$ cat src/rtl/mult_share_arbiter.sv
// mult_share_arbiter
// Two-requester round-robin front end for the shared serial shift-add
// multiplier. A granted operand pair is fed over the multiplier's single
// operand bus (multiplier, then multiplicand). After the multiplier's fixed
// latency, the product is captured and returned tagged with the requester id.
//
// Ports
//   clock, reset        rising-edge clock, synchronous active-low reset
//   req0/a0/b0, ack0    requester 0: request held with operands until ack0 pulse
//   req1/a1/b1, ack1    requester 1: same handshake
//   mult_rst_n          multiplier reset/start, low while idle
//   mult_operand        serial operand bus into the multiplier
//   mult_product        product from the multiplier
//   busy                high whenever an operation is in progress
//   result/result_id    last captured product and its owner, held between pulses
//   result_valid        one-cycle pulse when result/result_id are updated
//
// Every output is a register. Each is loaded with the value that belongs to the
// state being entered, so outputs line up with the state they describe.
// MULT_LAT must be >= 1.

module mult_share_arbiter #(
  parameter int DATA_W   = 8,
  parameter int MULT_LAT = 8
) (
  input  logic                  clock,
  input  logic                  reset,
  input  logic                  req0,
  input  logic [DATA_W-1:0]     a0,
  input  logic [DATA_W-1:0]     b0,
  output logic                  ack0,
  input  logic                  req1,
  input  logic [DATA_W-1:0]     a1,
  input  logic [DATA_W-1:0]     b1,
  output logic                  ack1,
  output logic                  mult_rst_n,
  output logic [DATA_W-1:0]     mult_operand,
  input  logic [2*DATA_W-1:0]   mult_product,
  output logic                  busy,
  output logic [2*DATA_W-1:0]   result,
  output logic                  result_valid,
  output logic                  result_id
);

  localparam logic [1:0] ST_IDLE   = 2'd0;
  localparam logic [1:0] ST_LOAD_A = 2'd1;
  localparam logic [1:0] ST_LOAD_B = 2'd2;
  localparam logic [1:0] ST_WAIT   = 2'd3;

  localparam int              CNT_W    = (MULT_LAT > 1) ? $clog2(MULT_LAT) : 1;
  localparam logic [CNT_W-1:0] CNT_LAST = CNT_W'(MULT_LAT - 1);

  logic [1:0]        state_r;
  logic [DATA_W-1:0] a_lat_r;
  logic [DATA_W-1:0] b_lat_r;
  logic              id_r;
  logic              last_gnt_r;
  logic [CNT_W-1:0]  cnt_r;

  logic              grant_s;
  logic              gnt_id_s;
  logic [DATA_W-1:0] gnt_a_s;
  logic [DATA_W-1:0] gnt_b_s;

  // Round-robin choice among the requests currently presented; a tie goes to
  // the requester that was not granted last.
  always_comb begin
    grant_s = req0 | req1;
    if (req0 && req1) begin
      gnt_id_s = ~last_gnt_r;
    end else if (req1) begin
      gnt_id_s = 1'b1;
    end else begin
      gnt_id_s = 1'b0;
    end
    if (gnt_id_s) begin
      gnt_a_s = a1;
      gnt_b_s = b1;
    end else begin
      gnt_a_s = a0;
      gnt_b_s = b0;
    end
  end

  // Sequencer state, latched operands and all registered outputs.
  always_ff @(posedge clock) begin
    if (!reset) begin
      state_r      <= ST_IDLE;
      a_lat_r      <= {DATA_W{1'b0}};
      b_lat_r      <= {DATA_W{1'b0}};
      id_r         <= 1'b0;
      last_gnt_r   <= 1'b1;   // requester 0 wins the first tie
      cnt_r        <= {CNT_W{1'b0}};
      ack0         <= 1'b0;
      ack1         <= 1'b0;
      mult_rst_n   <= 1'b0;
      mult_operand <= {DATA_W{1'b0}};
      busy         <= 1'b0;
      result       <= {(2*DATA_W){1'b0}};
      result_valid <= 1'b0;
      result_id    <= 1'b0;
    end else begin
      ack0         <= 1'b0;
      ack1         <= 1'b0;
      result_valid <= 1'b0;
      case (state_r)
        ST_IDLE: begin
          if (grant_s) begin
            a_lat_r      <= gnt_a_s;
            b_lat_r      <= gnt_b_s;
            id_r         <= gnt_id_s;
            last_gnt_r   <= gnt_id_s;
            state_r      <= ST_LOAD_A;
            ack0         <= ~gnt_id_s;
            ack1         <= gnt_id_s;
            mult_rst_n   <= 1'b1;
            mult_operand <= gnt_a_s;
            busy         <= 1'b1;
          end else begin
            mult_rst_n   <= 1'b0;
            mult_operand <= {DATA_W{1'b0}};
            busy         <= 1'b0;
          end
        end
        ST_LOAD_A: begin
          state_r      <= ST_LOAD_B;
          mult_rst_n   <= 1'b1;
          mult_operand <= b_lat_r;
          busy         <= 1'b1;
        end
        ST_LOAD_B: begin
          state_r      <= ST_WAIT;
          cnt_r        <= {CNT_W{1'b0}};
          mult_rst_n   <= 1'b1;
          mult_operand <= {DATA_W{1'b0}};
          busy         <= 1'b1;
        end
        ST_WAIT: begin
          cnt_r        <= cnt_r + CNT_W'(1'b1);
          mult_operand <= {DATA_W{1'b0}};
          if (cnt_r == CNT_LAST) begin
            // Product is valid during this last wait cycle; capture it and
            // drop the multiplier back into reset for the idle cycle.
            state_r      <= ST_IDLE;
            result       <= mult_product;
            result_id    <= id_r;
            result_valid <= 1'b1;
            mult_rst_n   <= 1'b0;
            busy         <= 1'b0;
          end else begin
            mult_rst_n   <= 1'b1;
            busy         <= 1'b1;
          end
        end
        default: begin
          state_r      <= ST_IDLE;
          mult_rst_n   <= 1'b0;
          mult_operand <= {DATA_W{1'b0}};
          busy         <= 1'b0;
        end
      endcase
    end
  end

endmodule

$ cat config.mk
export PLATFORM = sky130hd
export DESIGN_NAME = mult_share_arbiter
export DESIGN_NICKNAME = d
export VERILOG_FILES = /design/src/rtl/mult_share_arbiter.sv
export SDC_FILE = /design/constraint.sdc
export NUM_CORES = 1
export LEC_CHECK = 0
export CAP_MARGIN = 20
export CORE_MARGIN = 1.5
export CORE_UTILIZATION = 37
export DETAILED_ROUTE_END_ITERATION = 12
export GPL_ROUTABILITY_DRIVEN = 0
export PLACE_DENSITY = 0.75
export SYNTH_ARGS = -nofsm -noshare
export SYNTH_HDL_FRONTEND = slang
export SYNTH_SLANG_ARGS = --single-unit
$ cat constraint.sdc
create_clock -name clock -period 1.5 [get_ports clock]
set_input_delay 0.15 -clock clock [delete_from_list [all_inputs] [get_ports clock]]
set_output_delay 0.15 -clock clock [all_outputs]
set_load 0.05 [all_outputs]
==> flow_summary.toml <==
[clock_network]
path_clk_slew_ns = 0.08
cts_tree = "yes"
clkLatencyLatePin_ns = 0.29
clock-sinks = 44
clk_path_buf_depth = 2
htree_levels = 2
cts_made_buffers = 5
cts_setup_buffers = 0
clock-root-buffer = "clkbuf_8"

[global_route]
initial_antenna_violation_count = 0
grt_pass1_vias = 1707
grt_max_degree = 19
overflow = 0
globalRouteTotalUtil = 0.182
grt_pass1_wl_um = 7650

[layout]
multi_input_area_um2 = 895
seqCellArea_um2 = 883
finalCoreUtilization = 0.590
count_of_placed_standard_cells_in_the_final_layout_fillers_left_out = 375
inserted_diodes = 0
share_of_cells_above_drive_strength_1 = 0.192
syn2layout_area_growth_pct = 51.1
fillers = 451
nets = 366

[critical_path]
cp_max_fo = 8
cp-end-kind = "flip-flop"
critical_path_required_ns = 1.71
crit_path_category = "reg -> reg"
worstPathArrival_ns = 1.63
timing.critical_path.from_type = "flip-flop"
reg2reg_depth = 6

[sta]
slew_headroom = 0.792
actual_transition_at_the_worst_max_transition_pin_ns = 0.312
fin_setup_tns_ns = 0
peak_clock_frequency_supported_by_timing_mhz = 707
timing.final.hold_violations = 0
layout_min_cycle_time_ns = 1.41
clock_skew_ns = 0.00484
timing.final.crit_share = 0.943
final_max_slew_viol_count = 0
setup_violations = 0
grt_setup_unrepaired = "no"

[detailed_routing]
vias_per_cell = 4.97
final_routed_wire_length_divided_by_cell_count_um = 12.9
drt_pass1_iterations = 4
dr.first_iter.drc_count = 98
drt-total-wl_um = 4850
vias = 1865
drc_errors = 0
route.antenna.remaining_nets = 0

[logic_synthesis]
synth_area_per_cell_um2 = 8.45
ys_dominant_reg_cell = "dfxtp_1"
synth_top_cells_by_count = "nand2_1 (54), a21oi_1 (46), dfxtp_1 (44), o21ai_0 (11), a22oi_1 (9)"
syn-instance-count = 221
post_synthesis_net_count = 280
yosysTopAreaCell = "dfxtp_1"
synth_largest_type_area_fraction = 0.472
postSynth.asyncResetShare = 0
syn-cell-area_um2 = 1870
synthTopCellsByArea = "dfxtp_1 (47%), a21oi_1 (12%), nand2_1 (11%), ha_1 (4.7%), a22oi_1 (3.6%)"
synth-seq-area-share = 0.472
yosysWarnings = 0
synth_enable_flop_cells = 0
synth_most_common_cell = "nand2_1"
yosys_register_bits = 44
synth.distinct_cells = 27

[floorplanning]
placement_rows = 25
core_region_area_um2 = 4790
design.portCount = 82
overall_die_area_um2 = 5480
die_w_um = 74.0
floorplan.initialDensity = 0.390
chipHeight_um = 74.0

[status]
result_of_the_run = "finished, final reports clean"

[run]
max-cap-violations = 0

[power_and_ir_drop]
total_power_uw = 3630
power.static_leakage_uw = 0.00115
worst_ir_drop_vdd_mv = 0.791
pwr_density_cell_nw_per_um2 = 1290

[hold_path]
hold_depth = 3
worstHoldPathType = "in -> reg"

[placement]
dp_cells = 366
dp_hpwl_um = 3590
port-buffer-count = 81
## repair_timing
item / CTS / global route
cloned: 1 / 0
endpoints found under the setup margin: 8 / 21
endpoints found under the hold margin: 0 / 0
pin swaps: 1 / 0
hold buffers: 0 / 0
resized for setup: 3 / 6
## area by class of cell
cell class / count / share of cell area
sequential: 44 / 0.313
clock buffer: 8 / 0.0319
multi-input combinational: 159 / 0.317
inverter: 3 / 0.00399
timing repair buffer: 94 / 0.304
tap: 67 / 0.0297
## path summary, 6_finish.rpt
path,start,to,slack [ns]
max,state_r[0]$_SDFFE_PN0P_,mult_operand[5]$_SDFF_PN0_,0.09
min,mult_product[0],result[0]$_SDFFE_PN0P_,0.40
min reg2reg,result[3]$_SDFFE_PN0P_,result[3]$_SDFFE_PN0P_,0.46
max reg2reg,state_r[0]$_SDFFE_PN0P_,mult_operand[5]$_SDFF_PN0_,0.09
## through the flow
stage / hold slack, ns / setup slack, ns / instance area (um2)
detailed placement: 0.448 / -0.0494 / 2710
global placement: 0.443 / 0.0311 / 2710
global route: 0.391 / 0.00538 / 2820
finish: 0.399 / 0.0859 / 2820
floorplan: 0.284 / 0.0722 / 1870
CTS: 0.386 / 0.00847 / 2810
## flip-flops by register name, indices dropped and copies added, names as in the netlist
| name | count |
|---|---|
| mult_operand | 8 |
| busy | 1 |
| b_lat_r | 8 |
| result_valid | 1 |
| ack0 | 1 |
| result_id | 1 |
| result | 16 |
| state_r | 2 |
| cnt_r | 3 |
| ack1 | 1 |
| last_gnt_r | 1 |
| id_r | 1 |
## per-layer routing
layer | share of wire | vias up | global-route usage
li1 | - | 931 | -
met1 | 0.43 | 869 | 0.228
met2 | 0.50 | 56 | 0.301
met3 | 0.058 | 9 | 0.0474
met4 | 0.019 | 0 | 0.0700
met5 | 0 | - | 0
## report_power, final
part / switching [uW] / internal (uW)
Sequential: 127 / 1340
Combinational: 802 / 605
Clock: 379 / 376
Total: 1310 / 2320
## critical path: stages, from the launching register on
cell	delay [ns]
dfxtp_2	0.37
inv_1	0.09
ha_2	0.23
nor2b_2	0.15
buf_4	0.17
a22oi_1	0.08
a211oi_1	0.24
## cell families after synthesis
| logic type | after synthesis | synth area share |
|---|---|---|
| adder cells (fa/ha/maj) | 7 | 0.0469 |
| AO/OA/AOI/OAI | 80 | 0.259 |
| multiplexers | 3 | 0.0161 |
| AND/OR/NAND/NOR | 69 | 0.150 |
| buffers and inverters | 18 | 0.0556 |
| flip-flops | 44 | 0.472 |
## layout by cell type (no fill, tap or decap), drive strengths merged, types with 2 or more instances in the layout
cell / count
clkdlybuf4s50: 51
and3: 2
o21a: 2
nor2: 7
mux2i: 3
ha: 7
inv: 3
nor3b: 2
a211oi: 8
a22oi: 9
a21oi: 46
nand2: 54
clkbuf: 8
buf: 43
nor2b: 2
o21ai: 12
dfxtp: 44
Note: power is estimated with default switching activity, not from simulation.
